$ cat config.mk
export PLATFORM = sky130hd
export DESIGN_NAME = ova_dvp_capture
export DESIGN_NICKNAME = d
export VERILOG_FILES = /design/src/rtl/ova_dvp_capture.sv
export SDC_FILE = /design/constraint.sdc
export NUM_CORES = 1
export LEC_CHECK = 0
export CORE_MARGIN = 2
export CORE_UTILIZATION = 60
export DETAILED_ROUTE_END_ITERATION = 7
export PLACE_DENSITY = 0.84
export SYNTH_ARGS = -nofsm -noshare
export SYNTH_HDL_FRONTEND = slang
export SYNTH_SLANG_ARGS = --single-unit
$ cat constraint.sdc
create_clock -name clk -period 7.9 [get_ports clk]
set_input_delay 1.185 -clock clk [delete_from_list [all_inputs] [get_ports clk]]
set_output_delay 1.185 -clock clk [all_outputs]
set_load 0.1 [all_outputs]
$ cat src/rtl/ova_dvp_capture.sv
// DVP camera capture engine: oversamples pclk/href/vsync on the system clock, assembles
// multi-byte pixels, applies a crop window and frame decimation, and emits tagged pixels.
module ova_dvp_capture #(
    parameter int unsigned DATA_W        = 8,
    parameter int unsigned BYTES_PER_PIX = 2,
    parameter int unsigned CNT_W         = 12,
    parameter int unsigned SKIP_W        = 4
) (
    input  logic                              clk,
    input  logic                              rst_n,
    input  logic                              i_pclk,
    input  logic [DATA_W-1:0]                 i_data,
    input  logic                              i_href,
    input  logic                              i_vsync,
    input  logic                              i_cap_en,
    input  logic [CNT_W-1:0]                  i_win_x0,
    input  logic [CNT_W-1:0]                  i_win_y0,
    input  logic [CNT_W-1:0]                  i_win_w,
    input  logic [CNT_W-1:0]                  i_win_h,
    input  logic [SKIP_W-1:0]                 i_skip,
    input  logic                              i_pix_rdy,
    output logic [DATA_W*BYTES_PER_PIX-1:0]   o_pix_data,
    output logic                              o_pix_vld,
    output logic                              o_sof,
    output logic                              o_eol,
    output logic                              o_eof,
    output logic                              o_buf_sel,
    output logic                              o_frame_done,
    output logic [15:0]                       o_frame_cnt,
    output logic                              o_overflow,
    output logic                              o_busy
);

    localparam int unsigned PIX_W = DATA_W * BYTES_PER_PIX;
    localparam int unsigned IDX_W = 2;
    localparam int unsigned CW1   = CNT_W + 1;
    localparam logic [IDX_W-1:0] LAST_IDX = IDX_W'(BYTES_PER_PIX - 1);

    typedef enum logic [1:0] {IDLE, VS_WAIT, ACTIVE, DONE} state_t;

    state_t state, state_d;
    logic   frame_start;

    logic [2:0]        pclk_sr, href_sr, vs_sr;
    logic [DATA_W-1:0] data_s1, data_s2;

    logic [CNT_W-1:0]  win_x0, win_y0, win_w, win_h;
    logic [SKIP_W-1:0] skip_l, skip_cnt;
    logic              skip_frame;

    logic [IDX_W-1:0]  byte_idx, idx_base;
    logic [CNT_W-1:0]  x, y, x_base;
    logic [PIX_W-1:0]  shreg, sh_next;
    logic              byte_take, pix_complete;

    logic              pix_done;
    logic [PIX_W-1:0]  pix_word;
    logic [CNT_W-1:0]  pix_x, pix_y;

    logic [CW1-1:0]    px, py, x_lo, x_hi, y_lo, y_hi;
    logic              in_win, eol, eof, emit, hold, sof_pend;

    logic pclk_rise, href_rise, href_fall, vs_rise, vs_fall;

    // Identical 2-FF synchronisers; stage 3 only feeds edge detection
    always_ff @(posedge clk) begin
        if (!rst_n) begin
            pclk_sr <= '0;
            href_sr <= '0;
            vs_sr   <= '0;
            data_s1 <= '0;
            data_s2 <= '0;
        end else begin
            pclk_sr <= {pclk_sr[1:0], i_pclk};
            href_sr <= {href_sr[1:0], i_href};
            vs_sr   <= {vs_sr[1:0], i_vsync};
            data_s1 <= i_data;
            data_s2 <= data_s1;
        end
    end

    always_comb begin
        pclk_rise = pclk_sr[1] & ~pclk_sr[2];
        href_rise = href_sr[1] & ~href_sr[2];
        href_fall = ~href_sr[1] & href_sr[2];
        vs_rise   = vs_sr[1] & ~vs_sr[2];
        vs_fall   = ~vs_sr[1] & vs_sr[2];
    end

    always_ff @(posedge clk) begin
        if (!rst_n) state <= IDLE;
        else        state <= state_d;
    end

    always_comb begin
        state_d     = state;
        frame_start = 1'b0;
        case (state)
            IDLE:    if (vs_rise && i_cap_en) state_d = VS_WAIT;
            VS_WAIT: if (vs_fall) begin
                         state_d     = ACTIVE;
                         frame_start = 1'b1;
                     end
            ACTIVE:  if (vs_rise) state_d = DONE;
            DONE:    state_d = i_cap_en ? VS_WAIT : IDLE;
            default: state_d = IDLE;
        endcase
    end

    // Frame configuration and decimation bookkeeping
    always_ff @(posedge clk) begin
        if (!rst_n) begin
            win_x0       <= '0;
            win_y0       <= '0;
            win_w        <= '0;
            win_h        <= '0;
            skip_l       <= '0;
            skip_cnt     <= '0;
            skip_frame   <= 1'b0;
            o_frame_done <= 1'b0;
            o_frame_cnt  <= '0;
            o_buf_sel    <= 1'b0;
            o_busy       <= 1'b0;
        end else begin
            o_frame_done <= 1'b0;
            o_busy       <= (state_d != IDLE);
            if (frame_start) begin
                win_x0     <= i_win_x0;
                win_y0     <= i_win_y0;
                win_w      <= i_win_w;
                win_h      <= i_win_h;
                skip_l     <= i_skip;
                skip_frame <= (skip_cnt != '0);
            end
            if (state == DONE) begin
                skip_cnt <= (skip_cnt == skip_l) ? '0 : skip_cnt + SKIP_W'(1);
                if (!skip_frame) begin
                    o_frame_done <= 1'b1;
                    o_frame_cnt  <= o_frame_cnt + 16'd1;
                    o_buf_sel    <= ~o_buf_sel;
                end
            end
        end
    end

    // An href rise in the same cycle as a byte restarts the line on that byte
    always_comb begin
        idx_base     = href_rise ? '0 : byte_idx;
        x_base       = href_rise ? '0 : x;
        sh_next      = (shreg << DATA_W) | PIX_W'(data_s2);
        byte_take    = (state == ACTIVE) && pclk_rise && href_sr[1];
        pix_complete = byte_take && (idx_base == LAST_IDX);
    end

    always_ff @(posedge clk) begin
        if (!rst_n) begin
            byte_idx <= '0;
            x        <= '0;
            y        <= '0;
            shreg    <= '0;
            pix_done <= 1'b0;
            pix_word <= '0;
            pix_x    <= '0;
            pix_y    <= '0;
        end else begin
            pix_done <= 1'b0;
            if (frame_start) begin
                byte_idx <= '0;
                x        <= '0;
                y        <= '0;
            end else if (state == ACTIVE) begin
                if (href_fall) y <= y + CNT_W'(1);
                if (byte_take) begin
                    shreg <= sh_next;
                    if (pix_complete) begin
                        byte_idx <= '0;
                        x        <= x_base + CNT_W'(1);
                        pix_done <= 1'b1;
                        pix_word <= sh_next;
                        pix_x    <= x_base;
                        pix_y    <= y;
                    end else begin
                        byte_idx <= idx_base + IDX_W'(1);
                        x        <= x_base;
                    end
                end else if (href_rise) begin
                    byte_idx <= '0;
                    x        <= '0;
                end
            end
        end
    end

    // Window test at CNT_W+1 bits so x0+w never wraps
    always_comb begin
        px     = CW1'(pix_x);
        py     = CW1'(pix_y);
        x_lo   = CW1'(win_x0);
        y_lo   = CW1'(win_y0);
        x_hi   = CW1'(win_x0) + CW1'(win_w);
        y_hi   = CW1'(win_y0) + CW1'(win_h);
        in_win = !skip_frame && (px >= x_lo) && (px < x_hi) && (py >= y_lo) && (py < y_hi);
        eol    = (px == x_hi - CW1'(1));
        eof    = eol && (py == y_hi - CW1'(1));
        emit   = pix_done && in_win;
        hold   = o_pix_vld && !i_pix_rdy;
    end

    always_ff @(posedge clk) begin
        if (!rst_n) begin
            o_pix_data <= '0;
            o_pix_vld  <= 1'b0;
            o_sof      <= 1'b0;
            o_eol      <= 1'b0;
            o_eof      <= 1'b0;
            o_overflow <= 1'b0;
            sof_pend   <= 1'b0;
        end else begin
            if (frame_start) begin
                o_overflow <= 1'b0;
                sof_pend   <= 1'b1;
            end
            if (emit) begin
                if (hold) begin
                    o_overflow <= 1'b1;
                end else begin
                    o_pix_data <= pix_word;
                    o_pix_vld  <= 1'b1;
                    o_sof      <= sof_pend;
                    o_eol      <= eol;
                    o_eof      <= eof;
                    sof_pend   <= 1'b0;
                end
            end else if (o_pix_vld && i_pix_rdy) begin
                o_pix_vld <= 1'b0;
            end
        end
    end

endmodule

Word-level counts from Yosys, hierarchy flattened
Cells that the tools add are included.
{ "word_totals": {"regBits": 200, "in_bits": 67, "out_inout_bits": 40, "wordCells": 123} }
{ "classes": {"add_sub_neg": 9, "n_lt_le_gt_ge": 4, "n_eq_ne": 8, "n_mux": 25, "n_bitwise": 18, "reduce_logical": 27} }
{ "ops": {"columns": ["op", "n"], "rows": [
  ["12-bit 2-to-1 mux", 3],
  ["12-bit by 12-bit adder with 13-bit output", 2],
  ["12-bit by 13-bit == test with 1-bit output", 2],
  ["12-bit by 13-bit < comparator with 1-bit output", 2],
  ["13-bit by 1-bit subtractor with 13-bit output (second input constant)", 2],
  ["12-bit by 1-bit adder with 12-bit output (second input constant)", 2],
  ["12-bit >= comparator", 2],
  ["16-bit by 1-bit adder with 16-bit output (second input constant)", 1],
  ["16-bit by 8-bit OR with 16-bit output", 1],
  ["1-bit 2-to-1 mux", 14],
  ["1-bit logical AND", 12],
  ["2-bit 2-to-1 mux", 6],
  ["1-bit NOT", 12],
  ["2-bit AND reduction", 5],
  ["2-bit one-hot mux with 4 select lines", 1],
  ["1-bit bitwise AND", 5],
  ["4-bit by 1-bit adder with 4-bit output (second input constant)", 1],
  ["2-bit by 1-bit == test with 1-bit output (second input constant)", 2],
  ["2-bit == test (second input constant)", 2],
  ["4-bit == test", 1],
  ["4-bit 2-to-1 mux", 1],
  ["4-bit AND reduction", 1],
  ["2-bit nonzero test", 2],
  ["4-bit nonzero test", 1],
  ["other kinds (7)", 8]
]} }

Depth between registers and ports, before layout
{ "depth": {"ltp_word": 8, "ltp_mapped": 19, "mapped_depth_nobuf": 18} }

Worst setup path before layout
No wires, ideal clock.
{ "synth_timing": {"path_kind": "reg-to-reg", "start": "register win_x0[0]", "end": "register o_eof", "setup_time_ns": 0.126, "arrival_ns": 4.108, "t_required_ns": 7.774, "setup_slack_ns": 3.666, "path_stages_with_launch": 20, "n_path_buf": 1, "synth_period_minus_slack_ns": 4.234, "cell_sequence": "dfxtp_1 ha_1 inv_1 fa_1 nor2b_1 o22a_1 xor2_1 inv_1 ha_1 or3_1 o21ai_0 a21oi_1 maj3_1 a221oi_1 a2bb2oi_1 o221ai_1 nand4b_1 clkbuf_1 o211ai_1 o31ai_2"} }
{ "synth_via": {"elab_chain_cells": 7, "elab_cells_between_ends": 12, "classes_between": "add/sub (2); order compare (2); eq/ne (1); reduce/logical (7)"} }
{ "synth_lines": {"columns": ["item", "line", "text"], "rows": [
  ["from (decl)", "47", "logic [CNT_W-1:0] win_x0, win_y0, win_w, win_h;"],
  ["from (signal assigned)", "128", "win_x0 <= i_win_x0;"],
  ["parallel branches: the longest is 7 deep, another holds 12-bit by 12-bit adder with 13-bit output", null, null],
  ["to (signal assigned)", "231", "o_eof <= eof;"],
  ["to (decl)", "26", "output logic o_eof,"]
]} }
Parallel ways; which one is timed is not known.
A chain may end at the register's enable or synchronous reset.

Worst setup path in the final report
{ "layout_timing": {"start": "register win_x0[0]", "end": "register o_pix_data[7]"} }
{ "layout_via": {"elab_chain_cells": 7, "elab_cells_between_ends": 9, "classes_between": "add/sub (1); order compare (2); reduce/logical (6)"} }
{ "layout_lines": {"columns": ["item", "line", "text"], "rows": [
  ["12-bit by 12-bit adder with 13-bit output or 12-bit >= comparator (tied branches)", "200, 202", null],
  ["12-bit by 13-bit < comparator with 1-bit output or 1-bit logical AND (tied branches)", "202", "in_win = !skip_frame && (px >= x_lo) && (px < x_hi) && (py >= y_lo) && (py < y_hi);"],
  ["1-bit logical AND * (3 in series)", "202", null],
  ["1-bit logical AND *", "205", "emit = pix_done && in_win;"],
  ["2-bit AND reduction (no source line) *", null, null],
  ["to (signal assigned)", "227", "o_pix_data <= pix_word;"],
  ["to (decl)", "22", "output logic [DATA_W*BYTES_PER_PIX-1:0] o_pix_data,"]
]} }
Every way passes the cells marked *; elsewhere a longest branch is shown, timed or not.

==> run summary <==
First-pass GRT wire length: 39.7 mm
Post-synth EDFFs: 0
Routed wire length: 24.0 mm
Max-cap violations: 0
Final Cycle Share: 0.651
CP endpoint kind: flop
CP Cell Sequence: ha_1 -> inv_1 -> fa_1 -> nor2b_1 -> o22a_1 -> xor2_1 -> inv_1 -> ha_1 -> or3_1 -> o21ai_0 -> a21oi_1 -> maj3_1 -> a221oi_1 -> a2bb2oi_1 -> o221ai_1 -> nand4b_1 -> o21ai_0 -> a21oi_1
Total track usage: 0.267
CP max stage delay: 690 ps
Final Max Tran Viols: 0
Antenna violations before repair: 0
CTS Sinks: 200
Met2 Usage GRT: 0.438
Yosys top cell by area: dfxtp_1
Layout cell share with drive strength beyond 1: 0.0440
Dpl ws: 2860 ps
#FFs+latches synth: 200
Fmax achieved: 0.194 GHz
Vias in the first global route: 8333
Final instance area: 12100 um^2
Netlist cell types: 81
RSZ-0062 raised after global routing: no
Syn-to-layout area delta: 17.2%
Port Buffer Count: 106
Critical-path maximum fanout: 19
Final worst slack: 2760 ps
PD cells: 162 nW/um^2
Via Count: 8884
Slew headroom: 0.252
Hpwl dp: 16.4 mm
Nets: 1472
Die W: 135 um
Worst path required time: 8200 ps
Setup Viol. Count Final: 0
Avg Cell Area, Syn: 8.23 um^2
Slowest cell on the critical path: nand4b_1
R2r setup slk: 2760 ps
Outcome: finished clean
Worst vdd ir: 0.000169 V
CTS buffer count: 17
Final hold vios: 0
CTS Buffer Depth: 2
DRT antenna net count: 0
Final core occ: 0.725
WHS: 440 ps
Die footprint: 18300 um^2
Mapped Cells: 1254
Core Rows: 47
Die height: 135 um
Setup_tns: 0 ps
Core box area: 16700 um^2
Largest net degree at the start of global routing: 83
Flop pwr share: 0.517
Worst-Skew Late Latency: 440 ps
Worst-path clk slew: 70 ps
Comb pwr share: 0.036
# resized after CTS: 0
Num ports: 107
Setup crit start kind: flop
Post-Syn Area: 10300 um^2
RD Place Congestion: 0.865
Drt pass-1 iters: 7
Predominant post-synthesis flop cell: dfxtp_1
Synthesized Nets: 1397
Synth top area cells: dfxtp_1, ha_1, nand2_1
Number of fill cells: 1286
Cells after DPL: 1530
Clk pwr share: 0.447
Synth warn: 0
Vias/cell: 5.69
Power Total: 1.96 mW
Leak: 4.48 nW
Ant. Diodes: 0
Post-CTS setup buffers: 0
CTS tree: done
Net Switching: 452 uW
Net Sw Frac: 0.230
Hold buffers post-CTS: 0
Top cell type's share of synthesized area: 0.388
Crit Path Class: flop to flop
1st-iter DRT viols: 567
Met1 usage: 0.367
Seq/Total Area, Yosys: 0.388
CTS H-tree lvls: 4
Worst EP arrival: 5440 ps
Global-route track usage on met3: 0.0516
Top Usage Layer GRT: met2
Initial Util: 0.618
Fin cells: 1562
Crit-path leading delay family: compound AO/OA/AOI/OAI gates
Clock Skews: 10.8 ps
Worst slew pin tran: 1120 ps
Fraction of registers with async set or reset after synthesis: 0
Worst Path Buf+Inv: 2
Remaining DRCs: 0
Placed cell areas: 11500 um^2
Root buffer cell: clkbuf_16
Final min period: 5140 ps
Gr ovfl total: 0
WL/cell: 15.4 um
Hold Crit Class: flop to flop
Internal: 1.51 mW
==> cell usage after synthesis (3+ instances only) <==
cell,number
a2111oi_0,3
a211oi_1,10
a21o_1,18
a21oi_1,141
a221oi_1,3
a311oi_1,3
a31oi_1,5
and2_1,29
and3_1,11
and4_1,4
clkbuf_1,53
dfxtp_1,200
ha_1,74
inv_1,50
mux2i_1,13
nand2_1,224
nand2b_1,9
nand3_1,60
nand3b_1,5
nand4_1,6
nor2_1,85
nor2b_1,12
nor3_1,14
nor3b_1,5
nor4b_1,3
o2111ai_1,7
o211ai_1,5
o21a_1,7
o21ai_0,42
o21ai_1,3
o22ai_1,4
o31ai_1,6
or3_1,9
or4_1,3
xnor2_1,29
xor2_1,45
==> worst register-to-register path: cells and delay by family (launching register included) <==
family / cells / cell delay (ps)
and+or+nand+nor: 3 / 1290
adders and majority gates: 4 / 1260
AOI/OAI and AO/OA: 8 / 1620
xor gates and xnor gates: 1 / 300
buffers and inverters: 2 / 160
DFF: 1 / 370
==> layer usage <==
layer | share of wire | vias to the layer above | wire length (um)
li1 | - | 4487 | -
met1 | 0.48 | 4133 | 11400
met2 | 0.46 | 238 | 11000
met3 | 0.053 | 26 | 1270
met4 | 0.011 | 0 | 264
met5 | 0 | - | 0
==> placed cells by master, fill, tap and decap left out, drive strengths merged, types with 6 or more instances in the layout <==
| master | n |
|---|---|
| o21a | 7 |
| o2111ai | 7 |
| nand4 | 6 |
| xnor2 | 31 |
| or3 | 9 |
| and2 | 29 |
| ha | 74 |
| nor2b | 12 |
| nor2 | 85 |
| mux2i | 13 |
| a211oi | 11 |
| a21oi | 142 |
| inv | 58 |
| nand3 | 60 |
| nand2 | 224 |
| o21ai | 46 |
| dfxtp | 200 |
| o31ai | 7 |
| clkdlybuf4s50 | 106 |
| and3 | 11 |
| clkbuf | 19 |
| a21o | 18 |
| xor2 | 45 |
| nand2b | 9 |
| buf | 6 |
| nor3 | 14 |
==> worst paths after layout <==
kind | to | startpoint | cells past startpoint
worst max-delay path | o_pix_data[7]$_SDFFE_PN0P_ | win_x0[0]$_SDFFE_PN0P_ | 18
worst min-delay path | data_s2[5]$_SDFF_PN0_ | data_s1[5]$_SDFF_PN0_ | 1
worst max register to register | o_pix_data[7]$_SDFFE_PN0P_ | win_x0[0]$_SDFFE_PN0P_ | 18
worst min register to register | data_s2[5]$_SDFF_PN0_ | data_s1[5]$_SDFF_PN0_ | 1
==> area by class of cell <==
class                           instances  area (um^2)  area share
Multi-Input combinational cell        947         5920       0.490
Sequential cell                       200         4000       0.331
Timing Repair Buffer                  112         1110      0.0914
Clock buffer                           19          443      0.0366
Tap cell                              220          275      0.0227
Inverter                               51          194      0.0160
Clock inverter                         13          155      0.0128
==> power by group through the flow <==
stage,registers (mW),logic (mW),clock network [mW]
after floorplan,1.04,0.0294,0
after global placement,1.04,0.0699,0
after detailed placement,1.04,0.0704,0
after CTS,1.02,0.0713,0.888
after global routing,1.02,0.0773,0.932
final,1.02,0.0710,0.878
==> cell families after synthesis <==
family	after synthesis	share of synthesized area
simple gates	496	0.226
compound gates	284	0.172
flops	200	0.388
buf+inv	107	0.0390
fa+ha+maj	77	0.0945
xor+xnor	76	0.0670
mux	14	0.0137
==> sequential cells by signal (all words and copies together) (netlist names), 3 cells and up <==
name,flops
data_s1,8
data_s2,8
href_sr,3
o_frame_cnt,16
o_pix_data,16
pclk_sr,3
pix_word,16
pix_x,12
pix_y,12
shreg,8
skip_cnt,4
skip_l,4
vs_sr,3
win_h,12
win_w,12
win_x0,12
win_y0,12
x,12
y,12
No activity file was read; power rests on OpenSTA's default activity.
